[config.mk]
export PLATFORM = sky130hd
export DESIGN_NAME = uart_rx_fifo
export DESIGN_NICKNAME = d
export VERILOG_FILES = /design/src/rtl/uart_pkg.sv /design/src/rtl/uart_fifo_mem.sv /design/src/rtl/uart_rx_fifo.sv
export SDC_FILE = /design/constraint.sdc
export NUM_CORES = 1
export LEC_CHECK = 0
export ABC_AREA = 1
export BUFFER_PORTS_ARGS = -buffer_cell sky130_fd_sc_hd__buf_2
export CAP_MARGIN = 30
export CORE_MARGIN = 4
export CORE_UTILIZATION = 50
export DETAILED_ROUTE_END_ITERATION = 10
export PLACE_DENSITY = 0.69
export SLEW_MARGIN = 5
export SYNTH_ARGS = -nofsm -noshare
export SYNTH_HDL_FRONTEND = slang
export SYNTH_SLANG_ARGS = --single-unit
[constraint.sdc]
create_clock -name i_clk -period 2.65 [get_ports i_clk]
set_input_delay 0.3975 -clock i_clk [delete_from_list [all_inputs] [get_ports i_clk]]
set_output_delay 0.3975 -clock i_clk [all_outputs]
set_load 0.02 [all_outputs]
[src/rtl/uart_pkg.sv]
// rtl/uart_pkg.sv - shared types and helpers for the UART receive path.
// rx_entry_t exists only with UART_RX_FIFO_ERR_TAG_EN.
package uart_pkg;

  localparam int RX_DATA_W = 8;

  typedef struct packed {
    logic parity;
    logic stop;
  } rx_err_t;

`ifdef UART_RX_FIFO_ERR_TAG_EN
  typedef struct packed {
    logic [RX_DATA_W-1:0] data;
    rx_err_t              err;
  } rx_entry_t;
`endif

  function automatic int ptr_w(input int depth);
    return $clog2(depth) + 1;
  endfunction

endpackage

[src/rtl/uart_fifo_mem.sv]
// rtl/uart_fifo_mem.sv - Depth x Width register array, one write port, one async read port.
module uart_fifo_mem #(
  parameter int Width = 8,
  parameter int Depth = 16
) (
  input  logic                     i_clk,
  input  logic                     i_wr_en,
  input  logic [$clog2(Depth)-1:0] i_wr_addr,
  input  logic [Width-1:0]         i_wr_data,
  input  logic [$clog2(Depth)-1:0] i_rd_addr,
  output logic [Width-1:0]         o_rd_data
);

  logic [Width-1:0] mem_q [Depth];

  // No reset: contents are only meaningful behind the owner's valid flag.
  always_ff @(posedge i_clk) begin
    if (i_wr_en) begin
      mem_q[i_wr_addr] <= i_wr_data;
    end
  end

  assign o_rd_data = mem_q[i_rd_addr];

endmodule

[src/rtl/uart_rx_fifo.sv]
// rtl/uart_rx_fifo.sv - first-word-fall-through receive buffer behind the UART receiver.
// Optional per-entry {parity, stop} tag: UART_RX_FIFO_ERR_TAG_EN.
module uart_rx_fifo
  import uart_pkg::*;
#(
  parameter int DataLength = 8,
  parameter int Depth      = 16,
  parameter int AlmostFull = 12
) (
  input  logic                         i_clk,
  input  logic                         i_rst,
  input  logic                         i_wr_en,
  input  logic [DataLength-1:0]        i_wr_data,
`ifdef UART_RX_FIFO_ERR_TAG_EN
  input  logic                         i_parity_error,
  input  logic                         i_stop_bit_error,
  output logic [1:0]                   o_rd_err,
`endif
  output logic                         o_rd_valid,
  input  logic                         i_rd_ready,
  output logic [DataLength-1:0]        o_rd_data,
  output logic [$clog2(Depth):0]       o_count,
  output logic                         o_empty,
  output logic                         o_full,
  output logic                         o_almost_full,
  output logic                         o_overflow,
  input  logic                         i_clear_ovf,
  input  logic                         i_flush
);

  localparam int PtrW  = ptr_w(Depth);
  localparam int AddrW = PtrW - 1;
`ifdef UART_RX_FIFO_ERR_TAG_EN
  localparam int EntryW = DataLength + $bits(rx_err_t);
`else
  localparam int EntryW = DataLength;
`endif
  localparam logic [PtrW-1:0] DepthC = PtrW'(Depth);
  localparam logic [PtrW-1:0] AfC    = PtrW'(AlmostFull);

  logic [PtrW-1:0]   wr_ptr_q, wr_ptr_d;
  logic [PtrW-1:0]   rd_ptr_q, rd_ptr_d;
  logic [PtrW-1:0]   count_q, count_d;
  logic              ovf_q, ovf_d;
  logic              rd_fire, wr_ok;
  logic [EntryW-1:0] wr_entry, rd_entry;

  always_comb begin
    rd_fire  = (count_q != '0) && i_rd_ready;
    // A full FIFO still takes a write when the head leaves in the same cycle.
    wr_ok    = i_wr_en && ((count_q != DepthC) || rd_fire);
    wr_ptr_d = wr_ptr_q + {{(PtrW-1){1'b0}}, wr_ok};
    rd_ptr_d = i_flush ? wr_ptr_d : rd_ptr_q + {{(PtrW-1){1'b0}}, rd_fire};
    count_d  = wr_ptr_d - rd_ptr_d;
    ovf_d    = ovf_q;
    if (i_clear_ovf) ovf_d = 1'b0;
    if (i_wr_en && !wr_ok) ovf_d = 1'b1;
  end

  always_ff @(posedge i_clk or posedge i_rst) begin
    if (i_rst) begin
      wr_ptr_q <= '0;
      rd_ptr_q <= '0;
      count_q  <= '0;
      ovf_q    <= 1'b0;
    end else begin
      wr_ptr_q <= wr_ptr_d;
      rd_ptr_q <= rd_ptr_d;
      count_q  <= count_d;
      ovf_q    <= ovf_d;
    end
  end

`ifdef UART_RX_FIFO_ERR_TAG_EN
  rx_err_t wr_err, rd_err;
  assign wr_err.parity = i_parity_error;
  assign wr_err.stop   = i_stop_bit_error;
  assign wr_entry      = {i_wr_data, wr_err};
  assign {o_rd_data, rd_err} = rd_entry;
  assign o_rd_err      = rd_err;
`else
  assign wr_entry  = i_wr_data;
  assign o_rd_data = rd_entry;
`endif

  uart_fifo_mem #(
    .Width (EntryW),
    .Depth (Depth)
  ) u_mem (
    .i_clk     (i_clk),
    .i_wr_en   (wr_ok),
    .i_wr_addr (wr_ptr_q[AddrW-1:0]),
    .i_wr_data (wr_entry),
    .i_rd_addr (rd_ptr_q[AddrW-1:0]),
    .o_rd_data (rd_entry)
  );

  assign o_count       = count_q;
  assign o_empty       = (count_q == '0);
  assign o_rd_valid    = (count_q != '0);
  assign o_full        = (count_q == DepthC);
  assign o_almost_full = (count_q >= AfC);
  assign o_overflow    = ovf_q;

endmodule

==> results.md <==
- Outcome: finished, final reports clean
- Net Switching: approximately 3.1 mW
- Layout cell share with drive strength beyond 1: roughly 18%
- Die height: roughly 120 um
- RSZ-0062 raised after global routing: true
- CTS Sinks: 144
- Drt wl/cell: 16.5 um
- Placed Area: between 6000 and 7000 um2
- Post-Syn Instances: approximately 550
- Vias post-DR: about 4.0k
- Max Buffers Root-to-Sink: 2
- Largest net degree at the start of global routing: around 130
- Crit-path slowest cell: dfrtp_1
- Skew final: a little over 0.007 ns
- Reg2reg start: o_count[1]$_DFF_PP0_
- Diode count: 0
- Number of global-route vias before repair: around 3.8k
- CTS tree: done
- Hold buffers post-CTS: 0
- Comb pwr share: a little under two fifths
- Clk_lat worst skew: around 0.42 ns
- Final hold vios: 0
- First-pass GRT wire length: approximately 20 mm
- Worst-margin pin slew: around 0.72 ns
- Post-layout min period: between 2 and 3 ns
- Root buffer cell: clkbuf_16
- Critical Path Start Type: flop
- Hold WS: approximately 0.049 ns
- Leading area contributor after synthesis: edfxtp_1
- Most frequent CP cell: ha_1
- Top Ports: 32
- Nets@finish: approximately 600
- DRT antenna net count: 0
- Post-synth top area share: between 60% and 70%
- Sequential-to-total area share from yosys stat: between 60% and 70%
- # setup viols final: 0
- Total placed cells including tap cells: approximately 740
- Top cells by area, synth: edfxtp_1, dfrtp_1, inv_1, nand3_1, nand2_1
- Area grow syn2layout: 15.2%
- CTS Buf Count: 17
- Critical path origin: o_count[1]$_DFF_PP0_
- Most numerous cell in the Yosys netlist: edfxtp_1
- Hold Path Class: in -> async
- Setup WS post-layout: 0.141 ns
- Critical path, cell by cell: nor2_2 -> nand3_2 -> nor3_4 -> nor2_2 -> ha_1 -> ha_1 -> or2_1 -> o21ai_2 -> ha_1 -> a21o_1 -> a21oi_2 -> xor2_1
- Core area: between 10000 and 15000 um2
- P_leak: between 2 and 3 nW
- Finished Core Util: ~60%
- Yosys cell types: 32
- Crit. End Element: flop
- Peak Freq: around 0.4 GHz
- FF+latch count, synth: 144
- Syn nets: between 500 and 600
- Htree depth: 4
- Hpwl dp: between 8 and 9 mm
- Cell Pwr Density: between 1000 and 1500 nW/um2
- Die area: between 10000 and 15000 um2
- Post-route cell area: between 7000 and 8000 um2
- Worst-path clk slew: around 0.060 ns
- Final total power: roughly 8.2 mW
- Mapped Avg Cell Area: ~12 um2
- Internal power: around 5.1 mW
- Slew Limit Fails: 0
- TritonRoute pass-1 iters: 5
- Pre-CTS setup slack: between 0.04 and 0.05 ns
- Largest stage delay, worst path: about 0.38 ns
- Critical Path AT: about 2.9 ns
- Remaining DRCs: 0
- Total grt overflow: 0
- Max Cap Viol: 0
- # port buffers: 31
- Crit path kind: reg -> reg
- Crit share post-route: between 90% and 100%
- Average via count per standard cell: between 5 and 6
- Clk pwr share: 25.6%
- WP data required: between 2 and 3 ns
- Synth Warn #: 0
- Final cell count without fillers: 775
- Die width: between 100 and 150 um
- Switching Fraction: a little under two fifths
- Total track usage: around a fifth
- Post-synth EDFFs: ~130
- Starting density of the core: approximately half
- Drt total wl: 12.8 mm
- Share of total power in sequential cells: 36.6%
- CP max FO: 3
- RD Place Congestion: approximately 0.79
- DR iter-0 viols: ~510
- Synthesized area: approximately 6300 um2
- FFs w/ async S/R, synth: roughly 11%
- Post-synth top cells: edfxtp_1, inv_1, nand2_1
- Rows: 40
- Slew headroom: about half
- Top FF cell, synth: edfxtp_1
- Worst vdd ir: 0.754 mV
- Antenna violations before repair: 0
- Final setup TNS: 0 ns
-- flip-flops by register name, indices dropped and copies added (netlist names) --
register and cells:
o_overflow 1, rd_ptr_q 5, o_count 5, wr_ptr_q 5
u_mem.mem_q 128
-- final cells by class --
type | instances | area [um2]
Clock buffer | 18 | 429
Sequential cell | 144 | 4250
Fill cell | 977 | 4890
Multi-Input combinational cell | 283 | 1580
Clock inverter | 14 | 100
Inverter | 95 | 357
Timing Repair Buffer | 53 | 345
Tap cell | 168 | 210
-- kinds of logic (layout without fill, tap and decap cells) --
| family | after synthesis | after routing | synth area share [%] |
|---|---|---|---|
| compound gates | 105 | 105 | 10.6 |
| fa+ha+maj | 8 | 8 | 1.71 |
| simple gates | 167 | 167 | 11.8 |
| buf+inv | 121 | 180 | 8.17 |
| xor+xnor | 3 | 3 | 0.417 |
| flops | 144 | 144 | 67.3 |
-- cell usage in the layout (no fill, tap or decap), types with 17 or more instances in the layout --
| master | count |
|---|---|
| buf_4 | 20 |
| nand2_1 | 66 |
| clkbuf_16 | 17 |
| o21ai_0 | 32 |
| edfxtp_1 | 128 |
| buf_2 | 31 |
| nand3_1 | 58 |
| o211ai_1 | 22 |
| nor2_1 | 25 |
| inv_1 | 91 |
| a21oi_1 | 32 |
-- metal layers --
| layer | wire (um) | GRT usage [%] |
|---|---|---|
| met5 | 0 | 0 |
| met4 | 276 | 7.01 |
| met3 | 822 | 5.94 |
| met2 | 6030 | 28.8 |
| met1 | 5680 | 25.6 |
-- power groups by stage --
| stage | Clock (mW) | Combinational, mW | Sequential (mW) |
|---|---|---|---|
| 4_1_cts | 2.14 | 3.11 | 3.01 |
| 3_5_place_dp | 0 | 3.09 | 3.06 |
| 2_1_floorplan | 0 | 2.26 | 3.02 |
| 6_report | 2.11 | 3.11 | 3.02 |
| 5_1_grt | 2.26 | 3.47 | 3.05 |
| 3_3_place_gp | 0 | 3.04 | 3.04 |
-- timing repair --
| action | CTS | global route |
|---|---|---|
| resized for setup | 0 | 3 |
| endpoints found under the setup margin | 0 | 2 |
| setup buffers | 0 | 1 |
-- critical path: cells and delay by family, from the launching register on --
kind                       cells  cell delay [ns]
adders and majority gates      3             0.77
DFF                            1             0.38
and+or+nand+nor                5             0.72
AOI/OAI and AO/OA              3             0.42
xor gates and xnor gates       1             0.15
-- path summary, 6_finish.rpt --
path | endpoint | slack (ns) | cells past startpoint
max | o_count[3]$_DFF_PP0_ | 0.14 | 12
min | o_count[0]$_DFF_PP0_ | 0.05 | 2
max reg2reg | o_count[3]$_DFF_PP0_ | 0.14 | 12
min reg2reg | o_overflow$_DFFE_PP0P_ | 0.53 | 2
max in group asynchronous | rd_ptr_q[0]$_DFF_PP0_ | 2.14 | 2
min in group i_clk | o_overflow$_DFFE_PP0P_ | 0.17 | 2
Note: power is estimated with default switching activity, not from simulation.
